### src/rtl/prog_loader.sv
// Streaming program loader: parses 0x55 / LEN_HI / LEN_LO / payload / checksum
// frames from the UART byte stream and writes the payload into program memory.
//
// state  | meaning
// IDLE   | waiting for the 0x55 magic byte, CPU free to run
// LEN_HI | magic seen, next byte is the length high byte
// LEN_LO | next byte is the length low byte
// DATA   | payload bytes, one memory write each
// CSUM   | next byte is the checksum
module prog_loader #(
    parameter int addr_width = 8,
    parameter int TIMEOUT    = 12000000
) (
    input  logic                  clk,
    input  logic                  rst_n,
    input  logic [7:0]            rx_data,
    input  logic                  rx_valid,
    output logic [addr_width-1:0] mem_addr,
    output logic [7:0]            mem_din,
    output logic                  mem_we,
    output logic                  cpu_hold,
    output logic                  done,
    output logic                  err
);

    typedef enum logic [2:0] {
        IDLE   = 3'd0,
        LEN_HI = 3'd1,
        LEN_LO = 3'd2,
        DATA   = 3'd3,
        CSUM   = 3'd4
    } state_t;

    localparam logic [7:0]  MAGIC    = 8'h55;
    localparam logic [31:0] TMR_LOAD = 32'(TIMEOUT);

    state_t                r_state;
    logic [7:0]            r_len_hi;
    logic [addr_width-1:0] r_len;
    logic [addr_width-1:0] r_addr;
    logic [7:0]            r_sum;
    logic [31:0]           r_tmr;
    logic [addr_width-1:0] r_mem_addr;
    logic [7:0]            r_mem_din;
    logic                  r_mem_we;
    logic                  r_cpu_hold;
    logic                  r_done;
    logic                  r_err;

    logic [15:0]           w_len_full;
    logic [7:0]            w_csum;
    logic                  w_unused_len;

    assign w_len_full   = {r_len_hi, rx_data};
    assign w_csum       = r_sum + rx_data;
    // Length bits above addr_width are deliberately discarded.
    assign w_unused_len = ^w_len_full;

    always_ff @(posedge clk) begin
        if (!rst_n) begin
            r_state    <= IDLE;
            r_len_hi   <= 8'h00;
            r_len      <= '0;
            r_addr     <= '0;
            r_sum      <= 8'h00;
            r_tmr      <= 32'd0;
            r_mem_addr <= '0;
            r_mem_din  <= 8'h00;
            r_mem_we   <= 1'b0;
            r_cpu_hold <= 1'b0;
            r_done     <= 1'b0;
            r_err      <= 1'b0;
        end else begin
            r_mem_we <= 1'b0;
            if (rx_valid) begin
                r_tmr <= TMR_LOAD;
                case (r_state)
                    IDLE: begin
                        if (rx_data == MAGIC) begin
                            r_state    <= LEN_HI;
                            r_done     <= 1'b0;
                            r_err      <= 1'b0;
                            r_sum      <= 8'h00;
                            r_addr     <= '0;
                            r_cpu_hold <= 1'b1;
                        end
                    end
                    LEN_HI: begin
                        r_len_hi <= rx_data;
                        r_state  <= LEN_LO;
                    end
                    LEN_LO: begin
                        r_len   <= w_len_full[addr_width-1:0];
                        r_state <= DATA;
                    end
                    DATA: begin
                        r_mem_we   <= 1'b1;
                        r_mem_addr <= r_addr;
                        r_mem_din  <= rx_data;
                        r_sum      <= w_csum;
                        r_addr     <= r_addr + 1'b1;
                        if (r_addr == r_len) begin
                            r_state <= CSUM;
                        end
                    end
                    CSUM: begin
                        if (w_csum == 8'h00) begin
                            r_done <= 1'b1;
                        end else begin
                            r_err <= 1'b1;
                        end
                        r_cpu_hold <= 1'b0;
                        r_state    <= IDLE;
                    end
                    default: begin
                        r_state    <= IDLE;
                        r_cpu_hold <= 1'b0;
                    end
                endcase
            end else if (r_state != IDLE) begin
                // Down-counter reloaded on every byte; terminal count aborts the frame.
                if (r_tmr <= 32'd1) begin
                    r_state    <= IDLE;
                    r_err      <= 1'b1;
                    r_cpu_hold <= 1'b0;
                    r_tmr      <= 32'd0;
                end else begin
                    r_tmr <= r_tmr - 32'd1;
                end
            end
        end
    end

    assign mem_addr = r_mem_addr;
    assign mem_din  = r_mem_din;
    assign mem_we   = r_mem_we;
    assign cpu_hold = r_cpu_hold;
    assign done     = r_done;
    assign err      = r_err;

endmodule

### config.mk
export PLATFORM = sky130hd
export DESIGN_NAME = prog_loader
export DESIGN_NICKNAME = d
export VERILOG_FILES = /design/src/rtl/prog_loader.sv
export SDC_FILE = /design/constraint.sdc
export NUM_CORES = 1
export LEC_CHECK = 0
export ABC_AREA = 1
export CAP_MARGIN = 20
export CORE_MARGIN = 2
export CORE_UTILIZATION = 61
export CTS_BUF_LIST = sky130_fd_sc_hd__clkbuf_8
export DETAILED_ROUTE_END_ITERATION = 16
export MAX_ROUTING_LAYER = met4
export PLACE_DENSITY = 0.88
export SYNTH_ARGS = -nofsm -noshare
export SYNTH_HDL_FRONTEND = slang
export SYNTH_SLANG_ARGS = --single-unit
### constraint.sdc
create_clock -name clk -period 2.5 [get_ports clk]
set_clock_uncertainty 0.05 [all_clocks]
set_input_delay 0.5 -clock clk [delete_from_list [all_inputs] [get_ports clk]]
set_output_delay 0.5 -clock clk [all_outputs]
set_load 0.01 [all_outputs]
* Yosys cells after proc, flatten, opt, wreduce, memory -nomap -nowiden
Cells that the tools add are included.
** Storage, ports and cells
- Register bits :: 79
- Input bits :: 11
- Output and inout bits :: 20
- Word-level logic and storage cells :: 73
** Operators by class
- Add/sub/neg operators :: 3
- Magnitude comparators :: 1
- Eq/ne operators :: 13
- Mux-type cells :: 26
- Bitwise operators :: 1
- Reduce and logical (&&, ||, !) cells :: 17
** Operators by type and width (count)
- $mux W24 :: 2
- $le A32 B1 Y1 const B :: 1
- $mux W32 :: 1
- $pmux W8 S2 :: 2
- $sub A32 B1 Y32 const B :: 1
- $mux W3 :: 5
- $pmux W3 S4 :: 1
- $reduce_and A4 Y1 :: 3
- $mux W1 :: 11
- $ne A3 B3 Y1 const B :: 3
- $add A8 B1 Y8 const B :: 1
- $add A8 B8 Y8 :: 1
- $eq A8 B7 Y1 const B :: 1
- $eq A8 B8 Y1 :: 1
- $logic_not A8 Y1 :: 1
- $mux W8 :: 1
- $reduce_bool A2 Y1 :: 4
- $eq A3 B2 Y1 const B :: 2
- $ne A2 B2 Y1 const B :: 3
- $pmux W1 S2 :: 3
- $reduce_and A2 Y1 :: 3
- $reduce_and A5 Y1 :: 1
- $eq A3 B1 Y1 const B :: 1
- $eq A3 B3 Y1 const B :: 1
- 7 further kinds :: 7

* Logic depth before layout (Yosys ltp)
- Depth in word-level cells :: 5
- Gate-level depth with buffers :: 12
- Gate-level depth less buffers :: 12

* Worst setup path before layout
Ideal clock, no wire load.
- Kind :: input to register
- From :: in rx_data[0]
- To :: reg r_err, in the netlist err
- Library setup time :: 122 ps
- Arrival time :: 1779 ps
- Required time :: 2328 ps
- Slack :: 548 ps
- Cell stages on the path :: 12
- Buffers on the path :: 0
- Path through :: ha_1 > fa_1 > nand2_1 > nand2_1 > nand3_1 > nand2_1 > nand2_1 > nand2_1 > nor2_1 > nand3_1 > nand3_1 > a21oi_1
** Between the ends
- Cells in the longest elaborated chain, start to end :: 4
- Elaborated cells on any way between the ends :: 6
- Classes of those cells :: add/sub (1); eq/ne (3); reduce/logical (2)
** Ends and longest elaborated chain
- start: declaration :: line 16 : input logic [7:0] rx_data,
- $add A8 B8 Y8 :: line 55 : assign w_csum = r_sum + rx_data;
- $logic_not A8 Y1 :: line 107 : if (w_csum == 8'h00) begin
- $ne A3 B3 Y1 (no source line)
- $reduce_and A5 Y1 (no source line) *
- end signal: assignment :: line 72 : r_err <= 1'b0;
- end signal: assignment :: line 110 : r_err <= 1'b1;
- end signal: assignment :: line 124 : r_err <= 1'b1;
- end: declaration :: line 48 : logic r_err;
Mark *: on every way between the ends. The rest lies on a longest branch, timed or not.
A chain may end at the register's enable or synchronous reset.

* Worst setup path in the final report
Same ends and word-level chain as after synthesis.

==> metrics.yaml <==
grt_max_degree: 28
syn_area_sq_mm: 0.00438
setup_viol: 0
clkSinkCount: 79
arrival_ps: 2360
rows: 30
num-nets-final: 679
syn_inst: 618
drive_above_1_share: 0.124
yosys.area.top_type: "dfxtp_1"
status: "finished clean"
rsz0062_at_grt: "false"
power.density_mw_per_mm2: 602
post_cts_buffers: 0
die_area_sq_mm: 0.00787
grt_antenna_before_repair: 0
worst_pin_slew_ps: 410
ys_types: 40
place_area_sq_mm: 0.00482
synthArstFlopShare: 0
core_area_sq_mm: 0.00687
ys_seq_elements: 79
ir_worst_vdd_v: 0.000357
period_share: 0.864
gp_congestion: 0.936
diodes: 0
drtAntennaViolNets: 0
cp-start-kind: "primary input"
syn_area_per_cell_sq_um: 7.08
numCtsBuffers: 9
clk_pin_slew_ps: 90
dp_hpwl_microns: 8060
fmax_mhz: 463
fp.dieW_microns: 88.7
root_buffer: "clkbuf_8"
cts_htree_levels: 3
cts_tree: "built"
vias_per_cell: 5.46
numPortBuffers: 30
crit_type: "in2reg"
ios: 31
gr-total-overflow: 0
cp-end-kind: "flip-flop"
num_vias: 4141
clk_latency_ps: 370
ys.flop_type: "dfxtp_1"
hold_violations: 0
wirelength_microns: 11200
yosysTopAreaCellShare: 0.361
grt.total_usage: 0.317
finalCriticalPeriod_ps: 2160
wl_per_cell_microns: 14.8
drv_cap: 0
ys_top_cells_by_area: "dfxtp_1 36%, nand2_1 10%, nor2_1 9.1%"
initial_core_util: 0.637
dp.cells: 742
slew_violations: 0
syn_to_final_growth_pct: 15.4
synth_fp_nets: 640
hold_buffers: 0
synth_enable_flop_cells: 0
cp_max_fo: 3
cp.required_ps: 2700
yosysSeqAreaShare: 0.361
cts-resized-gates: 0
nFillCells: 540
slew_headroom: 0.726
ys.warnings.count: 0
grt_pass1_wl_microns: 18500
grt_pass1_vias: 4049
min_path_type: "reg2reg"
drc: 0
layoutNonFillerInstCount: 758
postLayoutCellArea_sq_mm: 0.00505
drt_iter0_markers: 210
drt-pass1-iter-count: 6
clk_path_buf_depth: 2
die_y_microns: 88.7
leakage_nw: 2.22
## cells in the mapped netlist, drive strengths merged, types with 2 or more instances
master,count
nor3,14
o21ai,28
nand3,56
nor4,4
inv,61
xnor2,13
dfxtp,79
ha,10
nand2,127
nor2,127
nand4,11
o211ai,2
a31o,2
a21oi,30
o31ai,2
clkbuf,11
buf,6
a31oi,4
xor2,24
## sequential cells by signal, indices dropped and copies added, names as in the netlist
name	count
r_tmr	32
mem_addr	8
mem_din	8
r_addr	8
r_len	8
r_sum	8
r_state	3
cpu_hold	1
done	1
err	1
mem_we	1
## per-stage QoR
step                power (mW)  hold slack, ps  setup slack [ps]   util  TNS [ps]
CTS                       3.04             416               360  0.736         0
detailed placement        1.94             403             -18.6  0.702     -18.6
floorplan                 1.80             395               548      -         0
finish                    3.04             415               339  0.736         0
global route              3.17             439               188  0.736         0
global placement          1.93             398              26.1  0.702         0
## layout make-up
| cell class | instances | area, sq um | area share |
|---|---|---|---|
| Clock buffer | 9 | 124 | 0.0245 |
| Inverter | 61 | 229 | 0.0453 |
| Sequential cell | 79 | 1580 | 0.313 |
| Tap cell | 96 | 120 | 0.0238 |
| Clock inverter | 7 | 106 | 0.0211 |
| Multi-Input combinational cell | 461 | 2480 | 0.491 |
| Timing Repair Buffer | 45 | 413 | 0.0817 |
## report_power, final
part / switching [mW] / internal, mW
logic: 0.390 / 0.198
clock network: 0.531 / 0.583
registers: 0.0439 / 1.29
total: 0.965 / 2.08
## critical path: stages
cell and delay, ps:
clkdlybuf4s50_1 420, ha_1 230, fa_1 430, xor2_1 210
nor2_1 110, nand3_1 100, nor2_1 100, nand3_1 100
nand3_1 90, a21oi_1 60
## layout by cell type (no fill, tap or decap), types with 13 or more instances in the layout
master / netlist / layout
xor2_1: 24 / 24
a21oi_1: 29 / 29
nor2_1: 106 / 106
o21ai_0: 27 / 27
nand2_1: 121 / 121
dfxtp_1: 79 / 79
xnor2_1: 13 / 13
buf_4: 2 / 15
nand3_1: 54 / 54
nor2_2: 15 / 15
inv_1: 53 / 53
clkdlybuf4s50_1: 0 / 30
## cell families (layout without fill, tap and decap cells)
| kind of cell | count (synthesis) | count (layout) | synth area share |
|---|---|---|---|
| DFF | 79 | 79 | 0.361 |
| adders and majority gates | 11 | 11 | 0.0332 |
| AOI/OAI and AO/OA | 71 | 71 | 0.0889 |
| and+or+nand+nor | 342 | 342 | 0.370 |
| buffers and inverters | 78 | 122 | 0.0723 |
| xor gates and xnor gates | 37 | 37 | 0.0740 |
## routing by layer
| layer | vias to the layer above | wire length (microns) | part of all wire | global-route usage |
|---|---|---|---|---|
| li1 | 2073 | - | - | - |
| met1 | 1860 | 4430 | 0.39 | 0.338 |
| met2 | 162 | 5700 | 0.51 | 0.553 |
| met3 | 46 | 600 | 0.053 | 0.0718 |
| met4 | 0 | 495 | 0.044 | 0.152 |
| met5 | - | 0 | 0 | - |
## path summary, 6_finish.rpt
check	from	to	slack, ps	cells after the start
max	rx_data[0]	err$_SDFFE_PN0P_	340	10
min	done$_SDFFE_PN0P_	done$_SDFFE_PN0P_	410	2
max reg2reg	r_tmr[0]$_SDFFE_PP0N_	r_tmr[28]$_SDFFE_PP0N_	480	9
min reg2reg	done$_SDFFE_PN0P_	done$_SDFFE_PN0P_	410	2
(Power assumes the default switching activity.)
